--- config.mk ---
export PLATFORM = sky130hd
export DESIGN_NAME = alu32_pipe_flat
export DESIGN_NICKNAME = d
export VERILOG_FILES = /design/src/rtl/alu32_pipe_if.sv /design/src/rtl/alu32_pipe.sv /design/src/flat_wrapper.sv
export SDC_FILE = /design/constraint.sdc
export NUM_CORES = 1
export LEC_CHECK = 0
export CAP_MARGIN = 20
export CORE_UTILIZATION = 53
export CTS_BUF_LIST = sky130_fd_sc_hd__clkbuf_16
export CTS_CLUSTER_DIAMETER = 40
export DETAILED_ROUTE_END_ITERATION = 8
export GPL_ROUTABILITY_DRIVEN = 0
export PLACE_DENSITY = 0.85
export SLEW_MARGIN = 15
export SYNTH_ARGS = -nofsm -noshare
export SYNTH_HDL_FRONTEND = slang
export SYNTH_SLANG_ARGS = --single-unit
--- constraint.sdc ---
create_clock -name clk -period 7.3 [get_ports clk]
set_clock_uncertainty 0.05 [all_clocks]
set_input_delay 1.46 -clock clk [delete_from_list [all_inputs] [get_ports clk]]
set_output_delay 1.46 -clock clk [all_outputs]
set_load 0.1 [all_outputs]
--- src/rtl/alu32_pipe_if.sv ---
// Operation/result bundle between decode/forwarding logic and the execute-stage ALU.
// The master drives one operation per enabled cycle; the slave returns result and flags.
interface alu32_pipe_if;
  logic        en;
  logic [1:0]  ctrl;
  logic [15:0] imm;
  logic [31:0] a;
  logic [31:0] b;
  logic        src;
  logic [31:0] result;
  logic        zero;
  logic        negative;
  logic        overflow;
  logic        carryOut;

  modport master (
    output en, ctrl, imm, a, b, src,
    input  result, zero, negative, overflow, carryOut
  );

  modport slave (
    input  en, ctrl, imm, a, b, src,
    output result, zero, negative, overflow, carryOut
  );
endinterface

--- src/rtl/alu32_pipe.sv ---
// Registered execute-stage ALU: captures operation and operands each enabled cycle,
// then derives result and status flags combinationally from the captured values.
module alu32_pipe (
  input  logic         clk,
  input  logic         rst_n,
  alu32_pipe_if.slave  bus
);

  typedef enum logic [1:0] {
    OP_ADD = 2'b00,
    OP_SUB = 2'b01,
    OP_AND = 2'b10,
    OP_SLT = 2'b11
  } AluOp;

  AluOp        ctrlQ;
  logic [15:0] immQ;
  logic [31:0] aQ;
  logic [31:0] bQ;
  logic        srcQ;

  always_ff @(posedge clk or negedge rst_n) begin
    if (!rst_n) begin
      ctrlQ <= OP_ADD;
      immQ  <= '0;
      aQ    <= '0;
      bQ    <= '0;
      srcQ  <= 1'b0;
    end else if (bus.en) begin
      ctrlQ <= AluOp'(bus.ctrl);
      immQ  <= bus.imm;
      aQ    <= bus.a;
      bQ    <= bus.b;
      srcQ  <= bus.src;
    end
  end

  logic [31:0] opB;
  logic [31:0] addend;
  logic [31:0] sum;
  logic        carry;
  logic        subtract;
  logic        addOvf;
  logic        lessThan;
  logic [31:0] resultC;
  logic        overflowC;
  logic        carryC;

  // SLT reuses the subtract path; its answer is N xor V of a - opB.
  always_comb begin
    opB       = srcQ ? {{16{immQ[15]}}, immQ} : bQ;
    subtract  = (ctrlQ == OP_SUB) || (ctrlQ == OP_SLT);
    addend    = subtract ? ~opB : opB;
    {carry, sum} = {1'b0, aQ} + {1'b0, addend} + {32'b0, subtract};
    addOvf    = (aQ[31] == addend[31]) && (sum[31] != aQ[31]);
    lessThan  = sum[31] ^ addOvf;
    resultC   = sum;
    overflowC = 1'b0;
    carryC    = 1'b0;
    case (ctrlQ)
      OP_ADD, OP_SUB: begin
        resultC   = sum;
        overflowC = addOvf;
        carryC    = carry;
      end
      OP_AND: resultC = aQ & opB;
      OP_SLT: resultC = {31'b0, lessThan};
      default: resultC = sum;
    endcase
  end

  assign bus.result   = resultC;
  assign bus.zero     = (resultC == 32'b0);
  assign bus.negative = resultC[31];
  assign bus.overflow = overflowC;
  assign bus.carryOut = carryC;

endmodule

--- src/flat_wrapper.sv ---
// flat-port wrapper written by rule: the top's interface ports become plain ports
module alu32_pipe_flat 
  (clk, rst_n, bus_en, bus_ctrl, bus_imm, bus_a, bus_b, bus_src, bus_result, bus_zero, bus_negative, bus_overflow, bus_carryOut);
  alu32_pipe_if bus_i ();
  input  logic clk;
  input  logic rst_n;
  input wire logic [$bits(bus_i.en)-1:0] bus_en;
  input wire logic [$bits(bus_i.ctrl)-1:0] bus_ctrl;
  input wire logic [$bits(bus_i.imm)-1:0] bus_imm;
  input wire logic [$bits(bus_i.a)-1:0] bus_a;
  input wire logic [$bits(bus_i.b)-1:0] bus_b;
  input wire logic [$bits(bus_i.src)-1:0] bus_src;
  output wire logic [$bits(bus_i.result)-1:0] bus_result;
  output wire logic [$bits(bus_i.zero)-1:0] bus_zero;
  output wire logic [$bits(bus_i.negative)-1:0] bus_negative;
  output wire logic [$bits(bus_i.overflow)-1:0] bus_overflow;
  output wire logic [$bits(bus_i.carryOut)-1:0] bus_carryOut;
  assign bus_i.en = bus_en;
  assign bus_i.ctrl = bus_ctrl;
  assign bus_i.imm = bus_imm;
  assign bus_i.a = bus_a;
  assign bus_i.b = bus_b;
  assign bus_i.src = bus_src;
  assign bus_result = bus_i.result;
  assign bus_zero = bus_i.zero;
  assign bus_negative = bus_i.negative;
  assign bus_overflow = bus_i.overflow;
  assign bus_carryOut = bus_i.carryOut;
  alu32_pipe u_core (.clk(clk), .rst_n(rst_n), .bus(bus_i));
endmodule
## Yosys cells after proc, flatten, opt, wreduce, memory -nomap -nowiden

Index checks and enable logic that the tools add are counted.

- $add $sub $neg: 2
- Eq/ne operators: 5
- Mux-type cells: 5
- Bitwise logic cells: 3
- Reductions and logical operators: 5

Operator list:

| cell | number |
|---|---|
| $pmux 32 s3 | 1 |
| $mux 32 | 2 |
| $add 32x32->33 | 1 |
| $add 33x1->33 | 1 |
| $and 32x32->32 | 1 |
| $logic_not 32->1 | 1 |
| $not 32->32 | 1 |
| $eq 2x2->1 const B | 2 |
| $eq 2x1->1 const B | 1 |
| $logic_not 2->1 | 1 |
| $mux 1 | 2 |
| $reduce_or 2->1 | 1 |
| $eq 1x1->1 | 1 |
| $logic_and 1x1->1 | 1 |
| $logic_or 1x1->1 | 1 |
| $ne 1x1->1 | 1 |
| $xor 1x1->1 | 1 |

- Register bits after elaboration: 83
- Logic and storage cells: 25

## Longest topological paths before layout

- Depth in word-level cells: 10
- Gate-level depth with buffers: 16
- Gate-level depth less buffers: 13

## Worst setup path before layout

No wires, ideal clock.

- Path kind: register to output
- Start: reg u_core.srcQ
- End: out bus_zero
- Arrival: 6,721 ps
- Slack: -931 ps
- Cell stages (with the launch flop): 17
- Cells stage by stage: dfrtp_1 > buf_6 > clkbuf_1 > buf_1 > mux2_2 > xor2_1 > ha_1 > clkbuf_1 > nand4_1 > nor3_1 > o311ai_1 > nand3b_1 > xnor2_1 > o21ai_0 > or4_1 > or4_1 > nor4_2

RTL lines:

| element | line | text |
|---|---|---|
| start: declaration | alu32_pipe.sv:20 | `logic srcQ;` |
| start signal: assignment | alu32_pipe.sv:34 | `srcQ <= bus.src;` |
| $mux 32 * | alu32_pipe.sv:51 | `opB = srcQ ? {{16{immQ[15]}}, immQ} : bQ;` |
| $not 32->32 | alu32_pipe.sv:53 | `addend = subtract ? ~opB : opB;` |
| $mux 32 | alu32_pipe.sv:53 |  |
| $add 32x32->33 | alu32_pipe.sv:54 | `{carry, sum} = {1'b0, aQ} + {1'b0, addend} + {32'b0, subtract};` |
| $add 33x1->33 | alu32_pipe.sv:54 |  |
| $pmux 32 s3 * | alu32_pipe.sv:60 | `case (ctrlQ)` |
| via bus_result[17] | flat_wrapper.sv:13 | `output wire logic [$bits(bus_i.result)-1:0] bus_result;` |
| $logic_not 32->1 * | alu32_pipe.sv:73 | `assign bus.zero = (resultC == 32'b0);` |
| end: declaration | flat_wrapper.sv:14 | `output wire logic [$bits(bus_i.zero)-1:0] bus_zero;` |

The timed path passes the listed nets; every way through them passes the cells marked *.

## Worst setup path after layout

- Start: reg u_core.srcQ
- End: out bus_zero

- Word-level cells in the longest chain between the ends: 10

Ends and longest elaborated chain:

| element | line | text |
|---|---|---|
| $mux 32 * | alu32_pipe.sv:51 |  |
| $not 32->32 | alu32_pipe.sv:53 |  |
| $mux 32 | alu32_pipe.sv:53 |  |
| $add 32x32->33 | alu32_pipe.sv:54 |  |
| $add 33x1->33 | alu32_pipe.sv:54 |  |
| $ne 1x1->1 | alu32_pipe.sv:55 | `addOvf = (aQ[31] == addend[31]) && (sum[31] != aQ[31]);` |
| $logic_and 1x1->1 | alu32_pipe.sv:55 |  |
| $xor 1x1->1 | alu32_pipe.sv:56 | `lessThan = sum[31] ^ addOvf;` |
| $pmux 32 s3 * | alu32_pipe.sv:60 |  |
| $logic_not 32->1 * | alu32_pipe.sv:73 |  |

Mark *: on every way between the ends. The rest lies on a longest branch, timed or not.

==> results.ini <==
[pwr]
pwr-share-seq_pct=19.1
netSwitchingPower_mw=1.52
p_leak_nw=3.31
pwr-share-clk_pct=16.6
power.density_nw_per_um2=367
p_int_mw=1.34
swShare_pct=53.2
finalPower_mw=2.86
ir_worst_vdd_mv=0.296
p_comb_share_pct=64.3

[clock_network]
numClockSinks=83
clkLatencyLatePin_ns=0.35
root_buffer=clkbuf_16
path_clk_slew_ns=0.06
post_cts_buffers=0
cts_hold_buf=0
cts-resized-gates=0
cts_max_level=3
cts.path.max_buffers=2
cts_inserted_buffers=9
cts_tree=built

[yosys]
synth.top_cells.by_area=dfrtp_1 34%, mux2_2 13%, ha_1 6.3%
ys_ff_latch=83
synth_cells=673
synth_cell_types=66
syn_nets=791
netlist_area_um2=6200
synth_common_cells=83 x dfrtp_1, 72 x o21ai_0, 70 x mux2_2
yosysSeqAreaShare_pct=33.5
yosysMostFrequentCell=dfrtp_1
synth_edf_count=0
yosysTopAreaCell=dfrtp_1
avgSynthCellArea_um2=9.21
synth_ff_type=dfrtp_1
ys_warn_count=0
async_flop_share_pct=100
synth_top_area_share_pct=33.5

[flow_run]
drv_cap=0

[detailed_routing]
vias_per_cell=6.21
antenna_left=0
vias=5711
wl_um=16800
wl_per_cell_um=18.3
drt_iter0_drc=469
first_pass_iters=6
post-route-drc-count=0

[placement]
place.port_buffers=121
dp_hpwl_um=12300
dp_cells=902
pre_cts_slack_ns=1.06

[floorplanning]
core_um2=11400
initial_utilization_pct=54.3
rows=39
fp.dieArea_um2=12100
die_x_um=110
die_h_um=110
num_io_pins=122

[grt]
grt_pass1_wl_um=26900
grt-ovfl-total=0
antenna_found_initial=0
first_global_vias=5722
grt_max_degree=103
track_usage_pct=28.9

[finish]
diodes=0
syn2layout_area_growth_pct=25.6
fin_nets=890
fill_cells=907
stdcell_count=920
layout-drive-gt1-share_pct=17.1

[worst_setup_path]
end_kind=output pin
crit_fanout=34
reg2reg_from=u_core.ctrlQ[1]$_DFFE_PN0P_
cp.required_ns=5.79
cp-start-kind=flip-flop
critPathKind=flip-flop to output pin
crit_path_start=u_core.srcQ$_DFFE_PN0P_
critPathArrivalTime_ns=5.16

[timing]
fin_crit_sh_pct=91.4
hold_viol=0
finalSetupViolCount=0
max_freq_mhz=150
hold_ws_ns=0.453
fin_ws_ns=0.627
rsz0062_at_grt=no
period_minus_slack_ns=6.67
setup_tns_ns=0
worst-slew-pin-transition_ns=1.02
drv_slew=0
slew_headroom_pct=31.6

[status]
outcome=finished clean

[hold_path]
min_path_type=flip-flop to flip-flop
min-delay-start=u_core.immQ[14]$_DFFE_PN0P_

power by group through the flow:
stage               clock [mW]  sequential [mW]  combinational, mW
global placement             0            0.551               1.78
global route             0.502            0.552               1.94
finish                   0.476            0.546               1.84
floorplan                    0            0.533               1.42
detailed placement           0            0.554               1.80
CTS                      0.483            0.546               1.81
sequential cells by signal (all words and copies together) (netlist names):
name,count
u_core.aQ,32
u_core.bQ,32
u_core.immQ,16
u_core.ctrlQ,2
u_core.srcQ,1
metal layers:
metal	up-vias	GRT usage (%)	wire length [µm]
met1	2724	35.2	6850
met2	258	47.2	7980
met3	59	6.00	1280
met5	-	0	0
met4	0	17.2	684
li1	2670	-	-
area by class of cell:
type	count	area, µm²	area share, %
inverters	29	109	1.40
clock inverters	7	85.1	1.09
flip-flops and latches	83	2080	26.7
well taps	143	179	2.30
clock buffers	9	225	2.89
multi-input cells	522	3870	49.8
repair buffers	127	1230	15.8
worst max-delay path, stage by stage, from the launching register on:
cell	delay [ns]
dfrtp_1	0.33
buf_4	0.41
nand2_1	0.41
o21ai_0	0.26
xor2_1	0.15
ha_1	0.46
nand4_1	0.21
nor3_1	0.21
o2111a_1	0.26
o21ai_2	0.09
a31oi_1	0.28
o211ai_2	0.15
or4_1	0.51
or4_1	0.47
nor4_4	0.39
buf_12	0.22
layout by cell type, fill, tap and decap left out, types with 15 or more instances in the layout:
master / netlist / routed
clkdlybuf4s50_1: 0 / 94
mux2i_1: 16 / 16
a21oi_1: 33 / 33
dfrtp_1: 83 / 82
mux2_2: 70 / 70
inv_1: 29 / 31
buf_4: 1 / 30
nor2_1: 25 / 25
xor2_1: 26 / 26
nand2_1: 55 / 55
xnor2_1: 26 / 26
nand3_1: 23 / 23
o21ai_0: 72 / 69
ha_1: 31 / 31
a21o_1: 15 / 15
per-stage QoR:
stage | cell area (µm²) | utilization, %
after floorplan | 6220 | -
after global placement | 7430 | 65.0
after detailed placement | 7430 | 65.0
after CTS | 7740 | 67.8
after global routing | 7780 | 68.2
final | 7780 | 68.2
cells by family after synthesis:
logic type / after synthesis / synth area share (%)
flip-flops: 83 / 33.5
AO/OA/AOI/OAI: 191 / 19.7
XOR/XNOR: 52 / 7.35
buffers and inverters: 68 / 4.32
multiplexers: 88 / 15.9
adder cells (fa/ha/maj): 32 / 6.58
AND/OR/NAND/NOR: 159 / 12.7
final timing paths:
| check | to | slack, ns | cells after the start |
|---|---|---|---|
| setup / recovery | bus_zero | 0.63 | 15 |
| min in group asynchronous | u_core.aQ[18]$_DFFE_PN0P_ | 1.03 | 1 |
| max in group asynchronous | u_core.aQ[0]$_DFFE_PN0P_ | 5.56 | 2 |
| hold / removal | u_core.immQ[14]$_DFFE_PN0P_ | 0.45 | 1 |
| setup reg to reg | u_core.ctrlQ[1]$_DFFE_PN0P_ | 5.52 | 2 |
| hold reg to reg | u_core.immQ[14]$_DFFE_PN0P_ | 0.45 | 1 |
No activity file was read; power rests on OpenSTA's default activity.
